<file path="src/rtl/alu_op_sequencer.sv">
// rtl/alu_op_sequencer.sv - multi-cycle LOAD/EXEC/WB/DONE control sequencer for the register/ALU datapath
//
// Purpose: accepts one 16-bit instruction over a valid/ready handshake and
// walks it through LOAD -> EXEC -> WB -> DONE. It drives the operand-load,
// ALU-capture and register-write strobes for the datapath.
//
// Optional feature macro: PERF_COUNTERS_EN adds the retired_cnt and stall_cnt outputs.
//
// Ports:
//   clk, reset          rising-edge clock, synchronous active-high reset
//   run                 global enable; low freezes the sequence and gates strobes
//   instr_valid         instruction available
//   instruction[IW]     Rx[15:13] Ry[12:10] imm8[12:5] sel[4:2] fmt[1:0]
//   instr_ready         sequencer can accept this cycle (IDLE or DONE)
//   en_s, imm_sel       operand load strobe / immediate operand select (LOAD)
//   en_c                ALU result capture (last EXEC cycle)
//   en_reg[NREGS]       one-hot register write enable (WB)
//   cur_rx/ry/sel       latched instruction fields
//   busy, done, illegal state != IDLE, retire pulse, retire of fmt==2
//   retired_cnt, stall_cnt  (PERF_COUNTERS_EN only) retire count, frozen-busy cycles
module alu_op_sequencer #(
  parameter int NREGS   = 8,
  parameter int ALU_LAT = 1,
  parameter int IW      = 16
) (
  input  logic             clk,
  input  logic             reset,
  input  logic             run,
  input  logic             instr_valid,
  input  logic [IW-1:0]    instruction,
  output logic             instr_ready,
  output logic             en_s,
  output logic             imm_sel,
  output logic             en_c,
  output logic [NREGS-1:0] en_reg,
  output logic [2:0]       cur_rx,
  output logic [2:0]       cur_ry,
  output logic [2:0]       cur_sel,
  output logic             busy,
  output logic             done,
  output logic             illegal
`ifdef PERF_COUNTERS_EN
  ,
  output logic [15:0]      retired_cnt,
  output logic [15:0]      stall_cnt
`endif
);

  typedef enum logic [2:0] {
    S_IDLE,
    S_LOAD,
    S_EXEC,
    S_WB,
    S_DONE
  } state_t;

  localparam logic [2:0] LAST_EXEC = 3'(ALU_LAT - 1);

  state_t        state_q;
  logic [2:0]    cnt_q;
  logic [IW-1:0] instr_q;

  logic       live;
  logic       accept;
  logic [1:0] fmt;
  state_t     issue_state;
  logic       unused_imm;

  // imm8 is consumed by the datapath straight from the instruction bus.
  assign unused_imm = ^instr_q[9:5];

  // Strobes are state decodes qualified by run; reset blanks every output.
  assign live        = run && !reset;
  assign fmt         = instr_q[1:0];
  assign instr_ready = live && (state_q == S_IDLE || state_q == S_DONE);
  assign accept      = instr_valid && instr_ready;
  // fmt 3 is a NOP and retires straight from DONE.
  assign issue_state = (instruction[1:0] == 2'd3) ? S_DONE : S_LOAD;

  always_ff @(posedge clk) begin
    if (reset) begin
      state_q <= S_IDLE;
      cnt_q   <= '0;
      instr_q <= '0;
    end else if (run) begin
      case (state_q)
        S_IDLE: begin
          if (accept) begin
            instr_q <= instruction;
            state_q <= issue_state;
          end
        end
        S_LOAD: begin
          cnt_q   <= '0;
          state_q <= S_EXEC;
        end
        S_EXEC: begin
          cnt_q <= cnt_q + 3'd1;
          if (cnt_q == LAST_EXEC) state_q <= S_WB;
        end
        S_WB: state_q <= S_DONE;
        S_DONE: begin
          if (accept) begin
            instr_q <= instruction;
            state_q <= issue_state;
          end else begin
            state_q <= S_IDLE;
          end
        end
        default: state_q <= S_IDLE;
      endcase
    end
  end

  assign en_s    = live && (state_q == S_LOAD);
  assign imm_sel = live && (state_q == S_LOAD) && (fmt == 2'd1);
  assign en_c    = live && (state_q == S_EXEC) && (cnt_q == LAST_EXEC);
  assign en_reg  = (live && state_q == S_WB && fmt != 2'd2)
                   ? ({{(NREGS-1){1'b0}}, 1'b1} << instr_q[15:13]) : '0;
  assign done    = live && (state_q == S_DONE);
  assign illegal = live && (state_q == S_DONE) && (fmt == 2'd2);
  assign busy    = !reset && (state_q != S_IDLE);
  assign cur_rx  = reset ? 3'd0 : instr_q[15:13];
  assign cur_ry  = reset ? 3'd0 : instr_q[12:10];
  assign cur_sel = reset ? 3'd0 : instr_q[4:2];

`ifdef PERF_COUNTERS_EN
  logic [15:0] retired_q;
  logic [15:0] stall_q;

  always_ff @(posedge clk) begin
    if (reset) begin
      retired_q <= '0;
      stall_q   <= '0;
    end else begin
      if (done) retired_q <= retired_q + 16'd1;
      if (busy && !run && stall_q != 16'hFFFF) stall_q <= stall_q + 16'd1;
    end
  end

  assign retired_cnt = retired_q;
  assign stall_cnt   = stall_q;
`endif

endmodule

</file>
<file path="config.mk">
export PLATFORM = sky130hd
export DESIGN_NAME = alu_op_sequencer
export DESIGN_NICKNAME = d
export VERILOG_FILES = /design/src/rtl/alu_op_sequencer.sv
export SDC_FILE = /design/constraint.sdc
export NUM_CORES = 1
export LEC_CHECK = 0
export CAP_MARGIN = 20
export CELL_PAD_IN_SITES_DETAIL_PLACEMENT = 2
export CELL_PAD_IN_SITES_GLOBAL_PLACEMENT = 2
export CORE_MARGIN = 2
export CORE_UTILIZATION = 34
export DETAILED_ROUTE_END_ITERATION = 16
export DONT_BUFFER_PORTS = 1
export GPL_ROUTABILITY_DRIVEN = 0
export PLACE_DENSITY = 0.93
export SLEW_MARGIN = 20
export SYNTH_ARGS = -nofsm -noshare
export SYNTH_HDL_FRONTEND = slang
export SYNTH_SLANG_ARGS = --single-unit
</file>
<file path="constraint.sdc">
create_clock -name clk -period 3.4 [get_ports clk]
set_input_delay 0.68 -clock clk [delete_from_list [all_inputs] [get_ports clk]]
set_output_delay 0.68 -clock clk [all_outputs]
set_load 0.01 [all_outputs]
</file>
Yosys cells after proc, flatten, opt, wreduce, memory -nomap -nowiden
Index checks and enable logic that the tools add are counted.
{"block": "op_classes", "addsub": 1, "n_eq_ne": 10, "shifts": 1, "reduce_logical": 22, "mux": 10}
{"cell": "$mux W3", "n": 7}
{"cell": "$pmux W3 S5", "n": 1}
{"cell": "$logic_and A1 B1 Y1", "n": 12}
{"cell": "$mux W8", "n": 1}
{"cell": "$shl A1 B3 Y8 const A", "n": 1}
{"cell": "$eq A3 B2 Y1 const B", "n": 2}
{"cell": "$logic_not A3 Y1", "n": 2}
{"cell": "$ne A2 B2 Y1 const B", "n": 3}
{"cell": "$pmux W3 S2", "n": 1}
{"cell": "$reduce_and A3 Y1", "n": 2}
{"cell": "$eq A2 B2 Y1 const B", "n": 2}
{"cell": "$add A3 B1 Y3 const B", "n": 1}
{"cell": "$eq A3 B1 Y1 const B", "n": 1}
{"cell": "$eq A3 B3 Y1 const B", "n": 1}
{"cell": "$reduce_bool A3 Y1", "n": 1}
{"cell": "$eq A2 B1 Y1 const B", "n": 1}
{"cell": "$reduce_and A2 Y1", "n": 1}
{"cell": "$reduce_bool A2 Y1", "n": 1}
{"cell": "$reduce_or A2 Y1", "n": 1}
{"cell": "$logic_not A1 Y1", "n": 1}
{"cell": "$logic_or A1 B1 Y1", "n": 1}
{"block": "totals", "register_bits": 22, "out_inout_bits": 24, "word_cells": 47}

Longest topological paths before layout
{"block": "logic_depth", "word_depth": 6, "ltp_mapped": 6}

Worst setup path before layout
OpenSTA, ideal clock, no wires.
{"block": "synth_path", "kind": "input to output", "startpoint": "input run", "endpoint": "output en_reg[0]", "n_path_buf": 1, "setup_slack_ns": 1.172, "arrival_ns": 1.548, "t_required_ns": 2.720, "stages": 5, "path_cell_list": "buf_2 > nor2b_1 > and3_1 > nand2b_1 > nor3_1"}
{"block": "synth_between", "elab_chain_cells": 4}
{"item": "start, declared", "line_no": "28", "source": "input logic run,"}
{"item": "$logic_and A1 B1 Y1", "line_no": "73", "source": "assign live = run && !reset;"}
{"item": "$logic_and A1 B1 Y1 (2 in series)", "line_no": "118", "source": "assign en_reg = (live && state_q == S_WB && fmt != 2'd2)"}
{"item": "$mux W8", "line_no": "119", "source": "? ({{(NREGS-1){1'b0}}, 1'b1} << instr_q[15:13]) : '0;"}
{"item": "end, declared", "line_no": "35", "source": "output logic [NREGS-1:0] en_reg,"}
No other way between the ends.

Worst setup path after layout
{"block": "layout_path", "startpoint": "register state_q[0]", "endpoint": "output imm_sel"}
{"block": "layout_between", "elab_chain_cells": 3}
{"item": "start, declared", "line_no": "59", "source": "state_t state_q;"}
{"item": "start signal, assigned", "line_no": "90", "source": "state_q <= issue_state;"}
{"item": "start signal, assigned", "line_no": "105", "source": "state_q <= issue_state;"}
{"item": "$eq A3 B1 Y1"}
{"item": "$logic_and A1 B1 Y1"}
{"item": "named net en_s", "line_no": "32", "source": "output logic en_s,"}
{"item": "$logic_and A1 B1 Y1", "line_no": "116", "source": "assign imm_sel = live && (state_q == S_LOAD) && (fmt == 2'd1);"}
{"item": "end, declared", "line_no": "33", "source": "output logic imm_sel,"}
The timed path passes the listed nets, and every way through them passes these cells.

==> impl_results.md <==
* Rel. slew slack at 0.690
* Worst-path fanout max at 12
* Clock transition at path regs at roughly 0.11 ns
* Filler cells at around 340
* Worst Clk Skew at ~0.0018 ns
* Leakage at about 0.00034 uW
* Via count at between 900 and 1,000
* Number of DRC markers in iteration 0 at 10
* Final min period at approximately 2.6 ns
* Arr. time, crit path at roughly 1.9 ns
* Most common cell after layout, fill and taps aside: nand2_1
* Clk sinks at 17
* Avg Cell Area, Syn at ~7.3 um^2
* Setup Fix Bufs, Post-CTS at 0
* Port buffer count at 0
* GR Overflow Total at 0
* Commonest cells after routing, fill and taps aside: nand2_1 (19), a21oi_1 (18), dfxtp_1 (17)
* Slew @ Worst Pin at between 0.4 and 0.5 ns
* Initial core utilization at 0.363
* Bufs on Longest Clock Path at 2
* Tot Pwr at 388 uW
* Sequential share of the synthesized area at 0.337
* Fin crit share at 0.759
* DRC at 0
* Total of max-cap violations at 0
* Switching part of the total at 0.293
* Sequential group share of total power at 0.568
* Fmax at between 300 and 400 MHz
* Resize count post-CTS at 0
* Antenna-violating nets left at 0
* Max rail drop VDD at 0.268 mV
* Number of global-route vias before repair at ~950
* Startpoint Class: flop
* Ant diodes at 0
* Post-DP Area at 1000 um^2
* GRT Total Usage at 0.176
* Utilization after layout at 0.371
* Largest net degree at the start of global routing at 33
* Critical path, cell by cell: nor3b_1, and2_1, and3b_1
* Num CTS Buffers at 3
* Hold WC Path Type: primary input to flop
* Share of cells above drive strength 1 at 0.0526
* Cells after DPL at 160
* Max incr delay on CP at slightly above 0.6 ns
* Post-synthesis cell area at 1010 um^2
* Syn Inst Count at about 140
* Final Slew Violations at 0
* Htree depth at 1
* Critical path's slowest cell: dfxtp_1
* Fin area at 1030 um^2
* Synth Register Bits at 17
* Area Overhead vs Synth at 2.36%
* Worst reg-to-reg setup slack at 1.77 ns
* Final Hold Viols at 0
* Crit path max-delay family: simple AND/OR/NAND/NOR gates
* First-pass DRT Iterations at 3
* # setup viols final at 0
* RSZ-0062 raised after global routing: no
* Initial antenna violation count at 0
* First-pass GRT wire length at 4660 um
* Post-Layout Cell Count at approximately 160
* Combinational share of power at 0.140
* CTS tree: yes
* Crit path kind: flop to output pin
* DP HPWL at roughly 2200 um
* Status: finished clean
* Clock Power Share at 0.292
* Pint at 275 uW
* Req. time, crit path at between 2 and 3 ns
* CP Buf/Inv Count at 0
* Synth unique cells at 30
* Yosys warns at 0
* Wire per inst at between 15 and 20 um
* Die height at just under 60 um
* Setup TNS at 0 ns
* Overall die width at 58.5 um
* Via density at between 5 and 6
* Final net count at 156
* Die area at between 3000 and 4000 um^2
* Num ports at between 40 and 50
* Power per standard cell area at 376 nW/um^2
* Core Region at 2780 um^2
* Switching power at between 100 and 150 uW
* Clk Latency, worst-skew pair at just under 0.3 ns
* DRT Wirelength at 2850 um
* Standard-cell rows at 19
* Hold-fix buffers, CTS at 0
* Setup crit end kind: output pin
* Syn nets at 160
* CTS Root Cell: clkbuf_4
[power by group through the flow]
| stage | registers [uW] | clock network (uW) | logic, uW |
|---|---|---|---|
| floorplan | 217 | 0 | 59.2 |
| global placement | 224 | 0 | 50.9 |
| detailed placement | 225 | 0 | 54.9 |
| CTS | 221 | 117 | 55.4 |
| global route | 223 | 129 | 61.6 |
| finish | 221 | 114 | 54.3 |
[Yosys cell counts]
library cell / count / share of area
a2111o_1: 1 / 0.011
nor4b_2: 1 / 0.015
a21oi_1: 18 / 0.089
o211ai_1: 1 / 0.0074
a211oi_1: 1 / 0.0074
and3_1: 1 / 0.0062
nor3b_1: 1 / 0.0074
or4_1: 1 / 0.0074
nor3b_4: 1 / 0.019
buf_1: 1 / 0.0037
and3b_1: 2 / 0.017
o21ai_0: 3 / 0.015
nor3_1: 4 / 0.020
and2_1: 2 / 0.012
o21ai_1: 1 / 0.0050
nand4bb_1: 1 / 0.011
nor2_1: 12 / 0.045
ha_1: 2 / 0.025
o32ai_1: 1 / 0.0087
nand3b_1: 2 / 0.015
inv_1: 5 / 0.019
dfxtp_1: 17 / 0.34
nor2b_1: 11 / 0.068
nand3_1: 12 / 0.060
clkbuf_1: 4 / 0.015
buf_6: 1 / 0.011
nand2_1: 19 / 0.071
a32oi_1: 1 / 0.0087
buf_2: 4 / 0.020
nand2b_1: 7 / 0.043
[worst reg2reg max path, cell delays in order, from the launching register on]
cell	delay, ns
dfxtp_1	0.62
nor3b_1	0.44
o21ai_0	0.23
a32oi_1	0.19
nor2_1	0.05
[kinds of logic after synthesis]
logic type | Yosys count | share of synthesized area
adders and majority gates | 2 | 0.0248
and+or+nand+nor | 77 | 0.417
AOI/OAI and AO/OA | 27 | 0.153
buffers and inverters | 15 | 0.0682
DFF | 17 | 0.337
[area by class of cell]
class,count,area (um^2),area share
clock buffers,3,22.5,0.0218
inverters,5,18.8,0.0182
flip-flops and latches,17,340,0.330
multi-input cells,106,599,0.581
clock inverters,1,5.00,0.00485
well taps,31,38.8,0.0376
repair buffers,1,7.51,0.00727
[layer usage]
metal	GRT usage	vias up	routed length (um)
li1	-	455	-
met1	0.231	441	1310
met2	0.302	26	1370
met3	0.0286	5	139
met4	0.0399	0	27
met5	0	-	0
[final timing paths]
check	from	end	depth (start not counted)
setup / recovery	state_q[0]$_SDFFE_PP0P_	imm_sel	3
hold / removal	reset	cnt_q[2]$_SDFFE_PP0P_	1
setup reg to reg	state_q[0]$_SDFFE_PP0P_	cnt_q[1]$_SDFFE_PP0P_	4
hold reg to reg	instr_q[11]$_SDFFE_PP0P_	instr_q[11]$_SDFFE_PP0P_	2
[per-stage QoR]
step                setup slack [ns]  hold WS (ns)
floorplan                       1.17         0.432
global placement                1.11         0.433
detailed placement              1.09         0.442
CTS                            0.813         0.434
global route                   0.656         0.415
finish                         0.818         0.438
[sequential cells by signal, indices dropped and copies added (netlist names)]
signal,cells
cnt_q,3
instr_q,11
state_q,3
No activity file was read; power rests on OpenSTA's default activity.
